--- src/rtl/id_ex_stage.sv ---
// rtl/id_ex_stage.sv - ID/EX pipeline register with operand forwarding, flush and stall counter
module id_ex_stage #(
  parameter int N = 32
) (
  input  logic         clk,
  input  logic         rst_n,
  input  logic         dec_valid,
  output logic         dec_ready,
  input  logic [4:0]   dec_rs1_addr,
  input  logic [4:0]   dec_rs2_addr,
  input  logic [4:0]   dec_rd_addr,
  input  logic [N-1:0] dec_rs1_data,
  input  logic [N-1:0] dec_rs2_data,
  input  logic [N-1:0] dec_imm,
  input  logic         dec_use_imm,
  input  logic [3:0]   dec_alu_op,
  input  logic         dec_reg_write,
  input  logic         flush,
  input  logic [4:0]   exmem_rd,
  input  logic         exmem_reg_write,
  input  logic [N-1:0] exmem_data,
  input  logic [4:0]   memwb_rd,
  input  logic         memwb_reg_write,
  input  logic [N-1:0] memwb_data,
  input  logic         ex_ready,
  output logic         ex_valid,
  output logic [N-1:0] read_data_1,
  output logic [N-1:0] read_data_2,
  output logic [3:0]   OpCode,
  output logic [4:0]   ex_rd_addr,
  output logic         ex_reg_write,
  output logic [31:0]  stall_cycles
);

  logic         r_valid;
  logic [4:0]   r_rs1_addr;
  logic [4:0]   r_rs2_addr;
  logic [4:0]   r_rd_addr;
  logic [N-1:0] r_rs1_data;
  logic [N-1:0] r_rs2_data;
  logic [N-1:0] r_imm;
  logic         r_use_imm;
  logic [3:0]   r_alu_op;
  logic         r_reg_write;
  logic [31:0]  r_stall_cycles;

  logic         w_load;
  logic         w_xfer;
  logic         w_hold;
  logic         w_stall;
  logic [N-1:0] w_fwd1;
  logic [N-1:0] w_fwd2;

  assign dec_ready = !r_valid || ex_ready;
  assign w_load    = dec_valid && dec_ready;
  assign w_xfer    = r_valid && ex_ready;
  assign w_stall   = r_valid && !ex_ready;
  assign w_hold    = w_stall && !flush;

  // EX/MEM is the younger producer, so it is checked first; x0 is never forwarded.
  always_comb begin
    w_fwd1 = r_rs1_data;
    if (exmem_reg_write && (exmem_rd == r_rs1_addr) && (r_rs1_addr != 5'd0))
      w_fwd1 = exmem_data;
    else if (memwb_reg_write && (memwb_rd == r_rs1_addr) && (r_rs1_addr != 5'd0))
      w_fwd1 = memwb_data;
  end

  always_comb begin
    w_fwd2 = r_rs2_data;
    if (exmem_reg_write && (exmem_rd == r_rs2_addr) && (r_rs2_addr != 5'd0))
      w_fwd2 = exmem_data;
    else if (memwb_reg_write && (memwb_rd == r_rs2_addr) && (r_rs2_addr != 5'd0))
      w_fwd2 = memwb_data;
  end

  always_ff @(posedge clk) begin
    if (!rst_n) begin
      r_valid     <= 1'b0;
      r_rs1_addr  <= 5'd0;
      r_rs2_addr  <= 5'd0;
      r_rd_addr   <= 5'd0;
      r_rs1_data  <= '0;
      r_rs2_data  <= '0;
      r_imm       <= '0;
      r_use_imm   <= 1'b0;
      r_alu_op    <= 4'd0;
      r_reg_write <= 1'b0;
    end else if (flush) begin
      r_valid <= 1'b0;
    end else if (w_load) begin
      r_valid     <= 1'b1;
      r_rs1_addr  <= dec_rs1_addr;
      r_rs2_addr  <= dec_rs2_addr;
      r_rd_addr   <= dec_rd_addr;
      r_rs1_data  <= dec_rs1_data;
      r_rs2_data  <= dec_rs2_data;
      r_imm       <= dec_imm;
      r_use_imm   <= dec_use_imm;
      r_alu_op    <= dec_alu_op;
      r_reg_write <= dec_reg_write;
    end else if (w_xfer) begin
      r_valid <= 1'b0;
    end else if (w_hold) begin
      // Capture forwarded values so a producer retiring past MEM/WB is not lost.
      r_rs1_data <= w_fwd1;
      r_rs2_data <= w_fwd2;
    end
  end

  always_ff @(posedge clk) begin
    if (!rst_n)
      r_stall_cycles <= 32'd0;
    else if (w_stall && (r_stall_cycles != 32'hFFFF_FFFF))
      r_stall_cycles <= r_stall_cycles + 32'd1;
  end

  assign ex_valid     = r_valid;
  assign read_data_1  = w_fwd1;
  assign read_data_2  = r_use_imm ? r_imm : w_fwd2;
  assign OpCode       = r_alu_op;
  assign ex_rd_addr   = r_rd_addr;
  assign ex_reg_write = r_valid && r_reg_write;
  assign stall_cycles = r_stall_cycles;

endmodule

--- config.mk ---
export PLATFORM = sky130hd
export DESIGN_NAME = id_ex_stage
export DESIGN_NICKNAME = d
export VERILOG_FILES = /design/src/rtl/id_ex_stage.sv
export SDC_FILE = /design/constraint.sdc
export NUM_CORES = 1
export LEC_CHECK = 0
export CORE_ASPECT_RATIO = 0.9
export CORE_MARGIN = 8
export CORE_UTILIZATION = 25
export CTS_CLUSTER_SIZE = 10
export DETAILED_ROUTE_END_ITERATION = 8
export GPL_TIMING_DRIVEN = 0
export PLACE_DENSITY = 0.48
export SETUP_SLACK_MARGIN = 0.4
export SLEW_MARGIN = 0
export SYNTH_ARGS = -nofsm -noshare
export SYNTH_HDL_FRONTEND = slang
export SYNTH_SLANG_ARGS = --single-unit
--- constraint.sdc ---
create_clock -name clk -period 8.2 [get_ports clk]
set_input_delay 2.46 -clock clk [delete_from_list [all_inputs] [get_ports clk]]
set_output_delay 2.46 -clock clk [all_outputs]
set_load 0.03 [all_outputs]
==> out/summary.md <==
On the final layout, the worst hold slack is 0.452 ns. The number of storage elements in the synthesis netlist was 150; the synthesized net count was 1440. The post-detailed-placement cell area is 12700 µm², and the post-place setup slack is -0.404 ns. The synthesized instance count is 1241, and the upper clock frequency limit is 0.128 GHz. The worst-case IR drop observed on VDD is 0.119 mV. The tools report the number of primary I/O pins as 306. The mapped netlist covers 9070 µm². Setup repair after global routing could not meet its margin everywhere.

From synthesis to final layout, the design area changed by 49.8%. In the routed layout, each cell is associated on average with a via count of 5.33. The sort of element at the start of the critical path was a primary input. A synthesized cell averages 7.31 µm².

The final clock period utilization by the worst path was 0.953. Once layout is done, the placed cells without fillers occupy 13600 µm². After detailed routing, the number of remaining DRC violations is 0. The final setup skew is 0.0126 ns.

Minimum setup slack in the final design: 0.382 ns. The top cell type by total area after synthesis was sky130_fd_sc_hd__dfxtp_1. Clock tree synthesis found a total of 150 sinks. The layout cell share with drive strength beyond 1 works out to 0.0536. The number of detailed-route iterations in the first pass is 6.

The average detailed-routed wire length per instance works out to 22.0 µm. In this run the worst setup path begins at exmem_rd[0]. The startpoint of the tightest hold check path is r_reg_write. Clock tree synthesis inserted a total of 17 buffers.

In this run the remaining antenna-violating nets after routing total 0. The placeable core area is 35900 µm². The tightest min-delay check is of the flip-flop to flip-flop type.

The clock tree synthesis step divided the H-tree into 4 levels. The worst setup path is captured at an output port. Excluding fillers, the count of instances in the completed layout stands at 2065. The final layout net count is 1772, and the max-slew violation count is 0. The run finished with clean final reports. The final design utilization is 0.378.

The die extent in x was 217 µm. The run gives 0.207 as the overall routing resource usage. Fraction of synthesis flops using an asynchronous set or reset pin: 0. The setup path with the least slack is of type primary input to output port.

The top-area cell type share of the netlist area was 0.331; the total wirelength of the detailed-routed design was 45400 µm. For the worst setup path, the data arrival time is 5.36 ns. Port buffering added 305 buffers.

For the finished layout, the period the worst path requires is 7.82 ns. Via count of the first global-routing pass: 11100. The reg-to-reg startpoint was ex_valid.

After legalization and detailed placement, the total HPWL measured 36000 µm. The cell area power density was 159 nW/µm²; the total count of hold-check failures in the final report was 0. The total die area was 42600 µm². The number of warnings reported in the yosys synthesis log came out at 0. Summed over all cells, the static leakage comes to 5.13 nW. The tools report the largest net degree at the start of global routing as 17.

In the layout the commonest cells are 275 x sky130_fd_sc_hd__clkdlybuf4s50_1, 220 x sky130_fd_sc_hd__nand2_1, 150 x sky130_fd_sc_hd__dfxtp_1. Yosys mapped a number of flops with a built-in enable equal to 0. The congestion estimate from routability-driven global placement came to 0.866.

For this run, the leading register cell type out of synthesis is sky130_fd_sc_hd__dfxtp_1. For the pin with the worst max-slew slack, the measured transition is 1.01 ns. The run gives 0.252 as the initial core utilization. The library cell used most frequently in the layout, excluding fill and tap cells, is sky130_fd_sc_hd__clkdlybuf4s50_1. The final route contains 11000 vias. Worst slew margin relative to its limit: 0.317.

The first global-routing pass estimated 68400 µm of wire. Counting tap cells, the placed design contains a total of 2024 instances. Setup violations remaining at the end of the flow were counted as 0.

The number of antenna violations at the first check in global routing came out at 5. By area the synthesized netlist is led by sky130_fd_sc_hd__dfxtp_1 33%, sky130_fd_sc_hd__nand2_1 9.1%, sky130_fd_sc_hd__o21ai_0 6.1%. The longest clock path from root to sink contains 2 buffers.

The CTS root buffer is sky130_fd_sc_hd__clkbuf_16. The floorplan has 66 rows. Clock-pin slew was measured on the worst setup and hold paths at 0.07 ns. At the later pin of the worst-skew pair, clock insertion delay measures 0.45 ns.

The share of the yosys chip area belonging to registers is 0.331. Number of DRC violations after detailed-routing iteration 0: 755. The netlist uses 43 different library cells. For this run the aggregate overflow at the end of global routing stands at 0.

The number of maximum-capacitance constraint violations was 0; the maximum fanout along the worst path was 10. At the worst endpoint, the required time is 5.74 ns. TritonCTS built the clock tree.

Measured along the y axis, the die boundary spans 197 µm.
[cell usage after synthesis, drive strengths merged, types with 17 or more instances]
| cell | number |
|---|---|
| nand2 | 220 |
| dfxtp | 150 |
| o21ai | 111 |
| clkbuf | 96 |
| a21oi | 75 |
| nand3 | 72 |
| and3 | 65 |
| a21boi | 64 |
| a31oi | 64 |
| o311ai | 64 |
| inv | 44 |
| o31ai | 39 |
| o31a | 32 |
| buf | 26 |
| or3 | 17 |
[final cells by class]
class | instances | area, µm²
Tap cell | 476 | 596
Sequential cell | 150 | 3000
Multi-Input combinational cell | 925 | 5480
Fill cell | 3776 | 22300
Buffer | 122 | 499
Inverter | 44 | 165
Timing Repair Buffer | 313 | 3190
Clock inverter | 15 | 215
Antenna cell | 3 | 7.51
Clock buffer | 17 | 425
[stage by stage]
| step | power (W) | setup TNS [ns] |
|---|---|---|
| 2_1_floorplan | 0.00102 | 0 |
| 3_3_place_gp | 0.00128 | -30.88 |
| 3_5_place_dp | 0.00128 | -6.57 |
| 4_1_cts | 0.00219 | 0 |
| 5_1_grt | 0.00225 | 0 |
| 6_report | 0.00216 | 0 |
[path summary, 6_finish.rpt]
path | end | slack, ns | cells after the start
setup / recovery | read_data_2[11] | 0.38 | 10
hold / removal | r_reg_write | 0.45 | 2
setup reg to reg | r_rs1_data[30] | 5.32 | 8
hold reg to reg | r_reg_write | 0.45 | 2
[power breakdown]
group | internal, W | switching, W
registers | 0.000763 | 0.0000188
logic | 0.000211 | 0.000281
clock network | 0.000518 | 0.000370
total | 0.00149 | 0.000670
[logic make-up (layout without fill, tap and decap cells)]
| logic type | Yosys count | count (layout) | share of synthesized area |
|---|---|---|---|
| compound gates | 461 | 461 | 0.337 |
| xor+xnor | 23 | 23 | 0.0222 |
| fa+ha+maj | 1 | 1 | 0.00138 |
| buf+inv | 166 | 511 | 0.0717 |
| flops | 150 | 150 | 0.331 |
| mux | 4 | 4 | 0.00442 |
| other cells | 0 | 3 | 0 |
| simple gates | 436 | 436 | 0.232 |
[worst max-delay path, cell delays in order]
cell,delay [ns]
sky130_fd_sc_hd__clkdlybuf4s50_1,0.45
sky130_fd_sc_hd__xor2_1,0.18
sky130_fd_sc_hd__nor4_2,0.28
sky130_fd_sc_hd__buf_4,0.21
sky130_fd_sc_hd__and2_1,0.13
sky130_fd_sc_hd__buf_2,0.23
sky130_fd_sc_hd__buf_2,0.29
sky130_fd_sc_hd__o31ai_1,0.16
sky130_fd_sc_hd__o21ai_0,0.21
sky130_fd_sc_hd__clkdlybuf4s50_1,0.75
[metal layers]
layer  GRT usage  vias up  part of all wire
met2       0.326      396              0.45
li1            -     5259                 -
met1       0.281     5282              0.47
met5           0        -           0.00086
met3      0.0550       54             0.068
met4      0.0443        6             0.015
[registers in the layout, summed over array words and instances, names as in the netlist]
register,flops
stall_cycles,32
r_imm,32
r_rs2_addr,5
ex_rd_addr,5
r_rs2_data,32
r_reg_write,1
r_use_imm,1
OpCode,4
r_rs1_addr,5
ex_valid,1
r_rs1_data,32
[repair_timing]
action,4_1_cts,5_1_grt
hold buffers,0,0
pin swaps,3,1
gates resized for setup,22,32
endpoints found under the setup margin,64,33
buffers inserted,6,0
hold endpoints to repair,0,0
No activity file was read; power rests on OpenSTA's default activity.
